==> src/rtl/seq_detect_param_if.sv <==
// seq_detect_param_if: signal bundle for the programmable serial-pattern detector.
//   master : stream/config source (drives cfg_load, pattern, pat_len, overlap,
//            in_valid, in; observes out, match_count, count_sat)
//   slave  : the detector itself (the opposite directions)
interface seq_detect_param_if #(
  parameter int MAX_LEN = 8,
  parameter int LEN_W   = 4,
  parameter int CNT_W   = 8
);
  logic               cfg_load;
  logic [MAX_LEN-1:0] pattern;
  logic [LEN_W-1:0]   pat_len;
  logic               overlap;
  logic               in_valid;
  logic               in;
  logic               out;
  logic [CNT_W-1:0]   match_count;
  logic               count_sat;

  modport master (
    output cfg_load, pattern, pat_len, overlap, in_valid, in,
    input  out, match_count, count_sat
  );

  modport slave (
    input  cfg_load, pattern, pat_len, overlap, in_valid, in,
    output out, match_count, count_sat
  );
endinterface

==> src/rtl/seq_detect_param.sv <==
// seq_detect_param: Mealy serial-pattern detector with a run-time programmable
// pattern of 1..MAX_LEN bits, overlapping / non-overlapping matching and a
// saturating match counter.
// Ports:
//   clk    - rising-edge clock
//   reset  - asynchronous, active-low; returns the block to disabled
//   bus    - seq_detect_param_if.slave: config (cfg_load, pattern, pat_len,
//            overlap), stream (in_valid, in) and results (out, match_count,
//            count_sat)
// pattern[L-1] is the first bit of the sequence, pattern[0] the last.
module seq_detect_param #(
  parameter int MAX_LEN = 8,
  parameter int LEN_W   = 4,
  parameter int CNT_W   = 8
) (
  input  logic                clk,
  input  logic                reset,
  seq_detect_param_if.slave   bus
);

  logic [MAX_LEN-1:0] cfg_pat;
  logic [LEN_W-1:0]   cfg_len;
  logic               cfg_ovl;
  logic [MAX_LEN-2:0] hist;
  logic [LEN_W-1:0]   fcnt;
  logic [CNT_W-1:0]   cnt;
  logic               sat;

  logic               enabled;
  logic [LEN_W-1:0]   len_m1;
  logic [MAX_LEN-1:0] win;
  logic [MAX_LEN-1:0] mask;
  logic               match;

  // Lengths of 0 or above MAX_LEN park the block (also the reset state).
  assign enabled = (cfg_len != '0) && (int'(cfg_len) <= MAX_LEN);
  assign len_m1  = cfg_len - LEN_W'(1);

  // Full-width window, newest bit at [0]; only the low cfg_len bits take part
  // in the compare, which gives w = {hist[L-2:0], in} for every L.
  assign win = {hist, bus.in};

  always_comb begin
    mask = '0;
    for (int i = 0; i < MAX_LEN; i++)
      mask[i] = (i < int'(cfg_len));
  end

  // cfg_load has priority: a bit arriving with it is discarded, so no strobe.
  assign match = bus.in_valid && !bus.cfg_load && enabled &&
                 (fcnt >= len_m1) && (((win ^ cfg_pat) & mask) == '0);

  assign bus.out         = match;
  assign bus.match_count = cnt;
  assign bus.count_sat   = sat;

  always_ff @(posedge clk or negedge reset) begin
    if (!reset) begin
      cfg_pat <= '0;
      cfg_len <= '0;
      cfg_ovl <= 1'b1;
      hist    <= '0;
      fcnt    <= '0;
      cnt     <= '0;
      sat     <= 1'b0;
    end else if (bus.cfg_load) begin
      cfg_pat <= bus.pattern;
      cfg_len <= bus.pat_len;
      cfg_ovl <= bus.overlap;
      hist    <= '0;
      fcnt    <= '0;
      cnt     <= '0;
      sat     <= 1'b0;
    end else if (bus.in_valid && enabled) begin
      hist <= win[MAX_LEN-2:0];
      // Non-overlapping restarts the fill so matched bits are not reused.
      if (match && !cfg_ovl)
        fcnt <= '0;
      else if (fcnt < len_m1)
        fcnt <= fcnt + LEN_W'(1);
      if (match) begin
        if (cnt != '1)
          cnt <= cnt + CNT_W'(1);
        else
          sat <= 1'b1;
      end
    end
  end

endmodule

==> src/flat_wrapper.sv <==
// flat-port wrapper written by rule: the top's interface ports become plain ports
module seq_detect_param_flat 
#(
  parameter int MAX_LEN = 8,
  parameter int LEN_W   = 4,
  parameter int CNT_W   = 8
)
  (clk, reset, bus_cfg_load, bus_pattern, bus_pat_len, bus_overlap, bus_in_valid, bus_in, bus_out, bus_match_count, bus_count_sat);
  seq_detect_param_if #(.MAX_LEN(MAX_LEN), .LEN_W(LEN_W), .CNT_W(CNT_W)) bus_i ();
  input  logic clk;
  input  logic reset;
  input wire logic [$bits(bus_i.cfg_load)-1:0] bus_cfg_load;
  input wire logic [$bits(bus_i.pattern)-1:0] bus_pattern;
  input wire logic [$bits(bus_i.pat_len)-1:0] bus_pat_len;
  input wire logic [$bits(bus_i.overlap)-1:0] bus_overlap;
  input wire logic [$bits(bus_i.in_valid)-1:0] bus_in_valid;
  input wire logic [$bits(bus_i.in)-1:0] bus_in;
  output wire logic [$bits(bus_i.out)-1:0] bus_out;
  output wire logic [$bits(bus_i.match_count)-1:0] bus_match_count;
  output wire logic [$bits(bus_i.count_sat)-1:0] bus_count_sat;
  assign bus_i.cfg_load = bus_cfg_load;
  assign bus_i.pattern = bus_pattern;
  assign bus_i.pat_len = bus_pat_len;
  assign bus_i.overlap = bus_overlap;
  assign bus_i.in_valid = bus_in_valid;
  assign bus_i.in = bus_in;
  assign bus_out = bus_i.out;
  assign bus_match_count = bus_i.match_count;
  assign bus_count_sat = bus_i.count_sat;
  seq_detect_param #(.MAX_LEN(MAX_LEN), .LEN_W(LEN_W), .CNT_W(CNT_W)) u_core (.clk(clk), .reset(reset), .bus(bus_i));
endmodule
==> config.mk <==
export PLATFORM = sky130hd
export DESIGN_NAME = seq_detect_param_flat
export DESIGN_NICKNAME = d
export VERILOG_FILES = /design/src/rtl/seq_detect_param_if.sv /design/src/rtl/seq_detect_param.sv /design/src/flat_wrapper.sv
export SDC_FILE = /design/constraint.sdc
export NUM_CORES = 1
export LEC_CHECK = 0
export CAP_MARGIN = 10
export CORE_MARGIN = 2
export CORE_UTILIZATION = 30
export DETAILED_ROUTE_END_ITERATION = 10
export GPL_ROUTABILITY_DRIVEN = 0
export HOLD_SLACK_MARGIN = 0.06
export PLACE_DENSITY_LB_ADDON = 0.05
export SLEW_MARGIN = 25
export SYNTH_ARGS = -nofsm -noshare
export SYNTH_HDL_FRONTEND = slang
export SYNTH_SLANG_ARGS = --single-unit
export TNS_END_PERCENT = 10
==> constraint.sdc <==
create_clock -name clk -period 4.3 [get_ports clk]
set_clock_uncertainty 0.15 [all_clocks]
set_input_delay 0.43 -clock clk [delete_from_list [all_inputs] [get_ports clk]]
set_output_delay 0.43 -clock clk [all_outputs]
set_load 0.05 [all_outputs]
* Word level (Yosys, flattened, before mapping)
Index checks and enable logic that the tools add are counted.
** Storage, ports and cells
- Bits in registers :: 33
- Input bits :: 18
- Output and inout port bits :: 10
- Word-level logic and storage cells :: 57
** Operators by class
- $add $sub $neg :: 3
- Magnitude comparators :: 11
- Eq/ne operators :: 2
- Muxes and demuxes :: 14
- Bitwise operators :: 2
- Reduce and logical (&&, ||, !) cells :: 18
** Operators by type and width (number)
- $mux W8 :: 4
- $lt A3 B4 Y1 const A :: 4
- $mux W4 :: 4
- $mux W7 :: 2
- $add A8 B1 Y8 const B :: 1
- $and A8 B8 Y8 :: 1
- $logic_not A8 Y1 :: 1
- $lt A1 B4 Y1 const A :: 2
- $lt A2 B4 Y1 const A :: 2
- $ne A8 B8 Y1 const B :: 1
- $xor A8 B8 Y8 :: 1
- $logic_and A1 B1 Y1 :: 7
- $reduce_and A3 Y1 :: 2
- $reduce_bool A2 Y1 :: 3
- $add A4 B1 Y4 const B :: 1
- $ge A4 B4 Y1 :: 1
- $le A4 B4 Y1 const B :: 1
- $lt A4 B4 Y1 :: 1
- $mux W1 :: 4
- $reduce_bool A4 Y1 :: 1
- $sub A4 B1 Y4 const B :: 1
- $reduce_bool A3 Y1 :: 1
- $logic_not A1 Y1 :: 2
- $ne A2 B2 Y1 const B :: 1
- $reduce_and A2 Y1 :: 1

* Logic depth before layout (Yosys ltp)
Gate-level depths: netlist of run 1.
- Word-level depth :: 9
- Gate-level depth with buffers :: 11
- Mapped depth without buffers :: 10

* Least setup slack after synthesis of run 1
OpenSTA, ideal clock, no wires.
- Path type :: register to register
- Start point :: register u_core.cfg_len[0]
- End point :: register u_core.fcnt[2]
- Setup time :: 0.220 ns
- Arrival time :: 3.032 ns
- Required time :: 3.930 ns
- Slack :: 0.898 ns
- Stages on the path, launching flop included :: 9
- Buffers on the path :: 0
- Path through :: dfrtp_1 > inv_1 > ha_1 > ha_1 > nor2b_1 > o211ai_1 > a311o_1 > nor3_1 > a2111oi_0
** On the way
- Word-level cells in the longest chain between the ends :: 9
** RTL lines
- from (decl) :: RTL line seq_detect_param.sv:22 : logic [LEN_W-1:0] cfg_len;
- from (signal assigned) :: RTL line seq_detect_param.sv:68 : cfg_len <= bus.pat_len;
- parallel branches: the longest is 4 deep, another holds $sub A4 B1 Y4
- $logic_and A1 B1 Y1 (*) :: RTL line seq_detect_param.sv:51 : (fcnt >= len_m1) && (((win ^ cfg_pat) & mask) == '0);
- via bus_out :: RTL line flat_wrapper.sv:18 : output wire logic [$bits(bus_i.out)-1:0] bus_out;
- $logic_and A1 B1 Y1 (*) :: RTL line seq_detect_param.sv:77 : if (match && !cfg_ovl)
- $mux W4 :: RTL line seq_detect_param.sv:77
- $mux W4 :: RTL line seq_detect_param.sv:74 : end else if (bus.in_valid && enabled) begin
- $mux W4 :: RTL line seq_detect_param.sv:66 : end else if (bus.cfg_load) begin
- to (signal assigned) :: RTL line seq_detect_param.sv:80 : fcnt <= fcnt + LEN_W'(1);
- to (decl) :: RTL line seq_detect_param.sv:25 : logic [LEN_W-1:0] fcnt;
Mark *: on every way through the listed nets, which the timed path passes. The select of a mux whose other input is x is not followed.
A chain may end at the register's enable or synchronous reset.

* Final worst setup path of run 1
- Start point :: register u_core.cfg_len[0]
- End point :: output port bus_out
** On the way
- Word-level cells in the longest chain between the ends :: 5
** RTL lines (RTL line)
- parallel branches: the longest is 4 deep, another holds $sub A4 B1 Y4
- $logic_and A1 B1 Y1 (*) :: seq_detect_param.sv:51
- to (decl) :: flat_wrapper.sv:18
Every way passes the cells marked *.

==> results.md, run 1 <==
Run status:
- The run finished with clean final reports.

Cells and area:
- The final non-filler cell total is 279.
- The fraction of final layout cells sized beyond drive strength 1 is 0.137.
- The post-route cell area is 2230 sq um.
- The final antenna diode count is 0.
- The growth of design area from synthesis to finish is 24.2%.
- The net count of the finished layout is 230.

Critical path:
- The critical path contains buffers and inverters numbering 2 combined.
- Among cell families on the critical path, the largest total delay comes from buffers and inverters.
- The slowest stage of the critical path is the sky130_fd_sc_hd__clkdlybuf4s50_1 cell.
- The signal on the critical path passes through inv_1 > ha_1 > nor2b_1 > nor2_1 > ha_1 > o211ai_1 > a311o_1 > nor3_1 > clkdlybuf4s50_1.
- Measured in cells, the most critical reg-to-reg path has a length of 10.
- The cell type with the highest occurrence count on the critical path is sky130_fd_sc_hd__ha_1.
- For the worst setup path, the data required time is 3720 ps.
- The worst setup path is of the reg -> out kind.
- The worst setup path is launched from a flip-flop.
- The worst setup path is captured at an output pin.
- The terminus of the critical flop-to-flop path is u_core.bus.match_count[6].
- The start of the worst register-to-register path is u_core.cfg_len[0].
- The setup check on the worst reg-to-reg path leaves a slack of 1120 ps.
- The largest fanout on the critical path is 4.
- The largest stage delay on the critical path is 880 ps.
- The worst path arrival time is 3250 ps.

Yosys:
- Sorting the synthesized cells by area gives the leading types as sky130_fd_sc_hd__dfrtp_1 45%, sky130_fd_sc_hd__mux2_2 8.2%, sky130_fd_sc_hd__ha_1 6.3%.
- The count of different cell masters after synthesis is 45.
- Summed over all instances, the cell type with the most area after synthesis is sky130_fd_sc_hd__dfrtp_1.
- The count of yosys warnings during synthesis is 0.
- The summed instance area of the synthesized netlist is 1800 sq um.
- The synthesized area per cell is 10.4 sq um.
- The most common cell in the synthesized netlist is sky130_fd_sc_hd__dfrtp_1.
- The share of synthesized area occupied by flip-flops and latches is 0.461.
- The number of standard cells after synthesis is 173.
- When the netlist entered floorplanning its net count stood at 200.
- The area share of the largest cell type after synthesis is 0.446.
- The commonest cells after synthesis are 32 x sky130_fd_sc_hd__dfrtp_1, 20 x sky130_fd_sc_hd__nand2_1, 16 x sky130_fd_sc_hd__a21oi_1.
- For this run, asynchronously set or reset flops after synthesis account for 1.00.
- The number of synthesized flops with an enable pin is 0.
- The most used flip-flop cell after synthesis is sky130_fd_sc_hd__dfrtp_1.
- Synthesis inferred 33 register bits.

STA:
- The final worst-path setup slack is 465 ps.
- The final-report setup violation count is 0.
- Adding up every negative setup slack in the final design gives 0 ps.
- The worst path in the final design needs a cycle of 3830 ps, including I/O delays and setup.
- For this run, the top clock speed supported by timing is 0.261 GHz.
- Measured against its own limit, the worst slew margin works out to 0.589.
- The final max-slew violation count came to 0.
- The hold violation count in the final report is 0.
- The transition at the pin with the smallest max-transition slack is 604 ps.
- Setup repair after global routing left no endpoint under its margin.
- In the finished design, the share of the clock period the worst path needs comes to 0.892.

Power and ir drop:
- The maximum VDD drop is 0.000184 V.
- Dividing total power by cell area gives a power density of 305 nW/um^2.
- The cell leakage power is 0.929 nW.

Drt:
- The number of nets with antenna violations after detailed routing is 0.
- The wire length reported by the detailed router is 4010 um.
- The first routing iteration left 123 violations.
- The detailed-route wire length per cell is 14.4 um.
- The first-pass iteration count of the detailed router is 4.
- After detailed routing, the number of vias per cell comes to 4.96.
- After detailed routing, the number of remaining DRC violations is 0.
- The detailed router placed 1,384 vias in this run.

Floorplan:
- The initial utilization of the core area, before any placement, comes to 0.307.
- The floorplan has 28 rows.
- The die height is 81.4 um.
- The die covers 6620 sq um.
- The boundary pin count is 28.
- The die boundary width is 81.4 um.
- The standard cell core area is 5850 sq um.

Clock tree:
- The number of H-tree branching levels is 2.
- Buffers inserted during clock tree synthesis total 5.
- The clock transition at the register clock pins on the worst setup and hold paths after CTS is 70 ps.
- The CTS tree is built.
- The number of buffers added for setup after CTS is 0.
- The buffer type at the clock tree root is sky130_fd_sc_hd__clkbuf_8.
- The clock sink count is 33.
- The clock insertion delay at the later pin of the skew report is 280 ps.
- The number of hold buffers added after CTS is 0.
- The buffer depth of the longest clock path is 2.
- Gates resized during post-CTS repair numbered 0.

GRT:
- For this run the aggregate overflow at the end of global routing stands at 0.
- The global-route usage over all layers is 0.134.
- The initial antenna violation count is 0.
- The global-route wire length before repair is 6680 um.
- The maximum number of pins on one net before global-route repair is 35.
- The via count of the first global-routing pass came to 1,313.

Place:
- Summed over all nets, the half-perimeter wirelength after detailed placement is 2920 um.
- The cell area after placement is 2140 sq um.
- The post-placement worst setup slack is 762 ps.
- The number of placed instances, taps included, is 271.
- The quantity of I/O buffers inserted on ports is 27.

Hold path:
- The path with the worst hold slack has its endpoint at u_core.bus.count_sat.
- The worst hold path passes through 2 cells.
- The tightest min-delay check is of the reg -> reg type.
- In this run the most critical hold path is launched from u_core.bus.count_sat.

Run:
- Across the run, the number of max-cap violations was 0.
==> sequential cells by signal, indices dropped and copies added, names as in the netlist <==
signal                  flops
u_core.bus.match_count      8
u_core.cfg_pat              8
u_core.hist                 7
u_core.cfg_len              4
u_core.fcnt                 4
u_core.bus.count_sat        1
u_core.cfg_ovl              1
==> layout by cell type, fill, tap and decap left out, types with 2 or more instances in the layout <==
cell / n
sky130_fd_sc_hd__dfrtp_1: 32
sky130_fd_sc_hd__mux2_2: 13
sky130_fd_sc_hd__nor2_1: 7
sky130_fd_sc_hd__xnor2_1: 3
sky130_fd_sc_hd__ha_1: 9
sky130_fd_sc_hd__clkdlybuf4s50_1: 27
sky130_fd_sc_hd__a21oi_1: 16
sky130_fd_sc_hd__nand2_1: 20
sky130_fd_sc_hd__clkinv_2: 2
sky130_fd_sc_hd__buf_4: 2
sky130_fd_sc_hd__o21ai_0: 9
sky130_fd_sc_hd__clkbuf_8: 5
sky130_fd_sc_hd__nor3_1: 4
sky130_fd_sc_hd__xor2_1: 7
sky130_fd_sc_hd__inv_1: 4
sky130_fd_sc_hd__nor2b_1: 3
sky130_fd_sc_hd__nand4_1: 2
sky130_fd_sc_hd__mux2i_1: 3
sky130_fd_sc_hd__nand3_1: 5
sky130_fd_sc_hd__or3_1: 4
==> through the flow <==
step                      hold WS [ps]   util  total power, mW
final                              353  0.381            0.681
after global routing               417  0.381            0.721
after CTS                          362  0.381            0.695
after detailed placement           344  0.366            0.458
after global placement             342  0.366            0.456
after floorplan                  -15.6      -            0.414
==> report_power, final <==
group / leakage (nW) / switching [mW] / total (mW) / internal [mW]
logic: 0.455 / 0.0529 / 0.108 / 0.0547
clock network: 0.0439 / 0.119 / 0.230 / 0.112
registers: 0.430 / 0.0167 / 0.343 / 0.326
==> routing by layer <==
| metal | wire [um] | GRT usage | vias up |
|---|---|---|---|
| met5 | 0 | 0 | - |
| li1 | - | - | 681 |
| met2 | 1860 | 0.193 | 27 |
| met3 | 139 | 0.0367 | 6 |
| met4 | 61 | 0.0525 | 0 |
| met1 | 1940 | 0.189 | 670 |
==> cell type report <==
cell class / instances / area (sq um)
Timing Repair Buffer: 29 / 285
Fill cell: 588 / 3620
Tap cell: 75 / 93.8
Inverter: 4 / 15.0
Sequential cell: 33 / 827
Multi-Input combinational cell: 130 / 922
Clock buffer: 5 / 68.8
Clock inverter: 3 / 17.5
==> worst max-delay path by stage <==
stage                           start        endpoint  cells past startpoint
floorplan           u_core.cfg_len[0]  u_core.fcnt[2]                      8
global placement    u_core.cfg_len[0]         bus_out                      8
detailed placement  u_core.cfg_len[0]         bus_out                      8
CTS                 u_core.cfg_len[0]         bus_out                      8
global route        u_core.cfg_len[0]         bus_out                      8
finish              u_core.cfg_len[0]         bus_out                      9
==> tightest hold or removal path, delay by kind of cell (launching register included) <==
family | cells | cell delay [ps]
flops | 1 | 350
simple gates | 1 | 80
compound gates | 1 | 40
==> logic make-up (layout without fill, tap and decap cells) <==
family	count (synthesis)	after routing	share of synthesized area
simple gates	56	56	0.163
compound gates	37	37	0.128
flops	33	33	0.461
mux	17	17	0.106
fa+ha+maj	10	10	0.0683
xor+xnor	10	10	0.0488
buf+inv	10	41	0.0258
No activity file was read; power rests on OpenSTA's default activity.
==> run 2: changes to the inputs <==
clock period = 4.96 ns   (was 4.3 ns; I/O delays follow)
==> run 2 against run 1 <==
  * Power shrank 12%
  * First-iteration DRC count shrank 58%
  * Sequential power shrank 13%
  * Core utilization grew 0.064 points
  * Worst setup slack gained 650 ps
  * Combinational power shrank 14%
  * Flip-flop and latch count is the same
  * Largest power group unchanged
  * Clock power shrank 8.7%
  * Worst hold slack gained 13 ps
==> results.md, run 2 (same netlist as run 1, synthesis figures left out) <==
Run status:
- The flow ran to the end, and the final reports show no timing, DRC or antenna violations.

Floorplan:
- The total number of placement rows is 28.
- Measured along the x axis, the die boundary spans 81.4 um.
- The boundary pin count is 28.
- The total area inside the core boundary comes to 5850 sq um.
- The initial utilization of the core area, before any placement, comes to 0.307.
- The die is 81.4 um tall.
- The die covers 6620 sq um.

STA:
- The fmax is 0.260 GHz.
- The hold violation count in the final report is 0.
- The final max-slew violation count is 0.
- The clock period minus final worst setup slack is 3850 ps.
- Setup violations remaining at the end of the flow were counted as 0.
- Hold is met by 366 ps.
- In the final timing run, aggregate negative setup slack is 0 ps.
- Of the available clock period, the critical path in the final layout requires 0.776.
- Setup repair after global routing left no endpoint under its margin.
- The final worst-path setup slack is 1110 ps.
- In this run the tightest slew margin relative to its limit is 0.617.
- The transition at the pin with the smallest max-transition slack is 564 ps.

Clock tree:
- The number of resized instances in the post-cts repair step is 0.
- Counting along the longest clock path gives a buffer depth of 2.
- In this run the number of H-tree levels came out at 2.
- The clock transition at the register clock pins on the worst setup and hold paths after CTS is 70 ps.
- TritonCTS built the clock tree.
- The number of hold buffers added after CTS is 0.
- The clock reaches the later pin of the worst-skew pair after 280 ps.
- The clock sink count is 33.
- The number of buffers added for setup after CTS is 0.
- CTS placed an instance of sky130_fd_sc_hd__clkbuf_8 at the clock tree root.
- The total CTS buffers is 5.

GRT:
- The maximum number of pins on one net before global-route repair is 36.
- The global route total overflow is 0.
- The initial antenna violation count came to 0.
- The via count of the first global-routing pass was 1,390.
- The global-route wire length before repair is 6600 um.
- The global-route usage over all layers is 0.132.

Critical path:
- The largest fanout on the critical path is 4.
- The cell type with the highest occurrence count on the critical path is sky130_fd_sc_hd__ha_1.
- STA puts the critical path data required time at 4310 ps.
- The largest stage delay on the critical path is 870 ps.
- The slowest stage cell on the critical path is sky130_fd_sc_hd__clkdlybuf4s50_1.
- The setup path with the least slack is of type reg -> out.
- Data on the critical path arrives at its endpoint at 3200 ps.
- The worst setup path is launched from a flip-flop.
- The worst setup path is captured at an output pin.
- Traced cell by cell, the critical path runs through inv_1 > ha_1 > nor2b_4 > nor2_1 > ha_1 > o211ai_1 > a311o_1 > nor3_1 > clkdlybuf4s50_1.

Power and ir drop:
- In this run the power density over the cells is 269 nW/um^2.
- The cell leakage power is 0.930 nW.
- The maximum VDD drop is 0.000109 V.

Drt:
- The first-pass iteration count of the detailed router is 4.
- The total DRC errors in the routed layout is 0.
- The via density per instance is 4.88.
- Dividing the detail-routed wire length by the instance count gives 13.9 um.
- The wire length reported by the detailed router is 3880 um.
- The first routing iteration left 52 violations.
- The total vias in the final route is 1,361.
- The number of nets with antenna violations after detailed routing is 0.

Cells and area:
- Registers take 827 sq um.
- The library cells used most frequently in the layout, excluding fill and tap cells, are 32 x sky130_fd_sc_hd__dfrtp_1, 27 x sky130_fd_sc_hd__clkdlybuf4s50_1, 20 x sky130_fd_sc_hd__nand2_1.
- The final antenna diode count is 0.
- The number of fill cells in the layout is 572.
- The multi-input combinational cells in the finished layout cover a total of 922 sq um.
- In the final layout, the share of cells above drive strength 1 is 0.127.
- Leaving out fill and tap cells, the most frequent cell in the layout is sky130_fd_sc_hd__dfrtp_1.
- Compared with the post-synthesis result, the final layout area differs by 24.4%.
- The net total in the final layout is 230.

Hold path:
- The class of the most critical hold timing path is reg -> reg.

Place:
- Port buffering added 27 buffers.
- The placed wire-length estimate after detailed placement is 2760 um.
- OpenSTA, run right after detailed placement, puts the worst setup slack at 1340 ps.

Run:
- The reported max-cap violation count is 0.
==> run 2: changes by cell type in the layout (fill, tap and decap cells not counted), sizes merged <==
| cell | change |
|---|---|
| clkbuf | +3 |
| clkinv | -2 |
| clkinvlp | -1 |
==> run 2: report_power, final <==
part	internal (mW)	switching, mW	total, mW
registers	0.283	0.0146	0.297
logic	0.0473	0.0452	0.0925
clock network	0.113	0.0967	0.210
==> run 2: cell type report <==
cell class | count | area share
clock buffer | 8 | 0.0403
inverter | 4 | 0.00672
multi-input combinational | 130 | 0.413
sequential | 33 | 0.370
tap | 75 | 0.0420
timing repair buffer | 29 | 0.128
==> run 2: path summary, 6_finish.rpt <==
path	start	to	slack (ps)	cells after the start
min in group asynchronous	reset	u_core.fcnt[0]	470	2
worst min-delay path	u_core.bus.match_count[7]	u_core.bus.match_count[7]	370	1
worst min register to register	u_core.bus.match_count[7]	u_core.bus.match_count[7]	370	1
worst max-delay path	u_core.cfg_len[0]	bus_out	1110	9
max in group asynchronous	reset	u_core.cfg_ovl	3860	2
worst max register to register	u_core.cfg_len[0]	u_core.bus.match_count[6]	1810	10
==> run 2: critical path, delay by kind of cell, from the launching register on <==
| family | cells | cell delay (ps) |
|---|---|---|
| fa+ha+maj | 2 | 500 |
| compound gates | 2 | 460 |
| flops | 1 | 410 |
| buf+inv | 2 | 980 |
| simple gates | 3 | 580 |
==> run 2: stage by stage <==
step                      std cells  instance area [sq um]  utilization  power [mW]
after floorplan                 173                   1800            -       0.359
after global placement          271                   2140        0.366       0.395
after detailed placement        271                   2140        0.366       0.397
after CTS                       279                   2230        0.382       0.612
after global routing            279                   2230        0.382       0.638
final                           279                   2230        0.382       0.600
==> run 2: layer usage <==
layer / part of all wire / track usage
met5: 0 / 0
met4: 0.0072 / 0.0407
met3: 0.034 / 0.0378
met2: 0.48 / 0.208
met1: 0.48 / 0.173
==> run 3: changes to the inputs <==
clock period = 3.5 ns   (was 4.96 ns; I/O delays follow)
==> run 3 against run 2 <==
  * Combinational power grew 47%
  * Sequential power grew 42%
  * First-iteration DRC count grew 19%
  * Worst setup slack lost 870 ps
  * Clock power grew 30%
  * Largest power group unchanged
  * Cell count grew 0.36%
  * Worst hold slack lost 39 ps
  * Sequential share of layout area shrank 0.12 points
  * Die area is the same
  * Flip-flop and latch count is the same
  * Design area grew 0.34%
  * Critical path type unchanged
==> results.md, run 3 (same netlist as run 1, synthesis figures left out) <==
Run status:
- The run finished with clean final reports.

Critical path:
- The kind of capture point of the worst setup path is an output pin.
- STA puts the critical path data arrival time at 2760 ps.
- The largest fanout on the critical path is 4.
- The worst setup path is launched from a flip-flop.
- The worst setup path startpoint is u_core.cfg_len[1].
- The worst register-to-register path has a depth of 10.
- The endpoint of the most critical setup path is bus_out.
- The start of the worst register-to-register path is u_core.cfg_len[1].
- The worst register-to-register path ends at u_core.bus.match_count[6].
- The critical path is of the reg -> out type.
- At the worst endpoint, the required time is 3000 ps.
- The setup slack of the most critical reg-to-reg path is 290 ps.

GRT:
- The via count of the first global-routing pass was 1,364.
- The initial antenna violation count is 0.
- The global route total overflow is 0.
- In the global route stage, overall resource usage came out at 0.134.
- The maximum number of pins on one net before global-route repair is 35.
- The first global-routing pass estimated 6660 um of wire.

STA:
- After layout, the minimum clock period comes to 3260 ps.
- Setup total negative slack on the finished layout was measured at 0 ps.
- The hold violation count in the final report is 0.
- The worst path meets setup with 239 ps of slack.
- The fmax is 0.307 GHz.
- The final-report setup violation count is 0.
- For the pin with the worst max-slew slack, the measured transition is 566 ps.
- The relative max-transition margin is 0.620.
- The share of the cycle needed by the critical path after routing is 0.932.
- Setup repair after global routing left no endpoint under its margin.
- The final max-slew violation count is 0.
- The worst hold margin is 327 ps.

Cells and area:
- Leaving out fill and tap cells, the most frequent cell in the layout is sky130_fd_sc_hd__dfrtp_1.
- Fill cells in the final layout number 592.
- In the final layout, the multi-input gates occupy 922 sq um.
- The growth of design area from synthesis to finish is 24.8%.
- The fraction of final layout cells sized beyond drive strength 1 is 0.132.
- For this run, the post-layout net count is 231.
- The repair_antennas step left the layout with diodes totalling 0.
- The storage element area is 827 sq um.
- The library cells used most frequently in the layout, excluding fill and tap cells, are 32 x sky130_fd_sc_hd__dfrtp_1, 26 x sky130_fd_sc_hd__clkdlybuf4s50_1, 20 x sky130_fd_sc_hd__nand2_1.
- The post-route cell area is 2240 sq um.

Clock tree:
- The clock transition at the register clock pins on the worst setup and hold paths after CTS is 70 ps.
- The number of resized instances in the post-cts repair step is 0.
- In this run the number of H-tree levels came out at 2.
- The number of buffers added for setup after CTS is 0.
- The buffer type at the clock tree root is sky130_fd_sc_hd__clkbuf_8.
- The clock sink count is 33.
- Clock latency on the worst-skew pair, taken at its later pin, is 280 ps.
- TritonCTS built the clock tree.
- In this run the deepest clock path goes through 2 buffers.
- The number of hold buffers added after CTS is 0.
- In this run, CTS created clock tree buffers numbering 5.

Place:
- Detailed placement finished with a half-perimeter wire length of 2870 um.
- The quantity of I/O buffers inserted on ports is 27.
- The post-placement worst setup slack is 293 ps.
- The cell area after placement is 2160 sq um.

Drt:
- The detailed-route wire length per cell is 14.5 um.
- Summed over all layers, the routed wires come to 4050 um.
- The total vias in the final route is 1,397.
- After detailed routing, the number of vias per cell comes to 4.99.
- The number of nets with antenna violations after detailed routing is 0.
- The first detailed-routing pass ran for 4 iterations.
- The total DRC errors in the routed layout is 0.
- In this run, the number of DRC markers left after iteration 0 of detailed routing was 62.

Power and ir drop:
- The maximum VDD drop is 0.000176 V.
- Of the total power, registers draw 0.508.
- Power comes to 0.830 mW.
- The share of total power dissipated in the clock network is 0.329.
- For this design the static power due to leakage is 0.934 nW.
- The internal power is 0.611 mW.
- The switching power is 0.219 mW.
- The power share of the combinational group is 0.163.
- Power spread over the standard cell area amounts to 370 nW/um^2.
- The switching share of power is 0.264.

Floorplan:
- The floorplan has 28 rows.
- The boundary pin count is 28.
- The die height is 81.4 um.
- The die covers 6620 sq um.
- The initial standard-cell utilization of the core is 0.307.
- In this run the standard cell core region covers 5850 sq um.
- From left edge to right edge, the die measures 81.4 um.

Run:
- The reported max-cap violation count is 0.

Hold path:
- The class of the most critical hold timing path is in -> async.
run 3: cell count changes in the layout (fill, tap and decap cells not counted), sizes merged:
cell,change
clkdlybuf4s50,-1
buf,+2
run 3: worst max-delay path, cell delays in order, from the launching register on:
cell	delay (ps)
sky130_fd_sc_hd__dfrtp_1	420
sky130_fd_sc_hd__inv_1	110
sky130_fd_sc_hd__ha_1	190
sky130_fd_sc_hd__nor2b_4	190
sky130_fd_sc_hd__nor2_1	70
sky130_fd_sc_hd__ha_1	320
sky130_fd_sc_hd__o211ai_1	120
sky130_fd_sc_hd__a311o_1	340
sky130_fd_sc_hd__nor3_1	500
sky130_fd_sc_hd__buf_12	210
run 3: how the worst min path moves through the flow:
stage / startpoint / endpoint / slack, ps / cells past startpoint
floorplan: reset / u_core.bus.count_sat / -100 / 0
global placement: u_core.bus.count_sat / u_core.bus.count_sat / 340 / 2
detailed placement: u_core.bus.count_sat / u_core.bus.count_sat / 350 / 2
CTS: reset / u_core.fcnt[1] / 350 / 2
global route: reset / u_core.cfg_len[0] / 380 / 2
finish: reset / u_core.fcnt[0] / 330 / 2
run 3: final cells by class:
cell class | count | area share
multi-input combinational | 130 | 0.412
sequential | 33 | 0.369
timing repair buffer | 30 | 0.135
tap | 75 | 0.0419
clock buffer | 8 | 0.0357
inverter | 4 | 0.00670
run 3: power by group through the flow:
stage / clock, mW / combinational (mW) / sequential (mW)
final: 0.273 / 0.136 / 0.422
after global routing: 0.303 / 0.150 / 0.425
after CTS: 0.287 / 0.138 / 0.422
after detailed placement: 0 / 0.137 / 0.429
after global placement: 0 / 0.135 / 0.428
after floorplan: 0 / 0.0884 / 0.420
run 3: stage by stage:
step	cells	util
6_report	280	0.383
5_1_grt	280	0.383
4_1_cts	280	0.383
3_5_place_dp	272	0.369
3_3_place_gp	272	0.369
2_1_floorplan	173	-
run 3: layer usage:
| layer | routed length [um] | GRT usage | vias up | part of all wire |
|---|---|---|---|---|
| met2 | 1930 | 0.202 | 28 | 0.48 |
| met5 | 0 | 0 | - | 0 |
| met3 | 133 | 0.0333 | 9 | 0.033 |
| li1 | - | - | 685 | - |
| met1 | 1910 | 0.183 | 675 | 0.47 |
| met4 | 72 | 0.0559 | 0 | 0.018 |
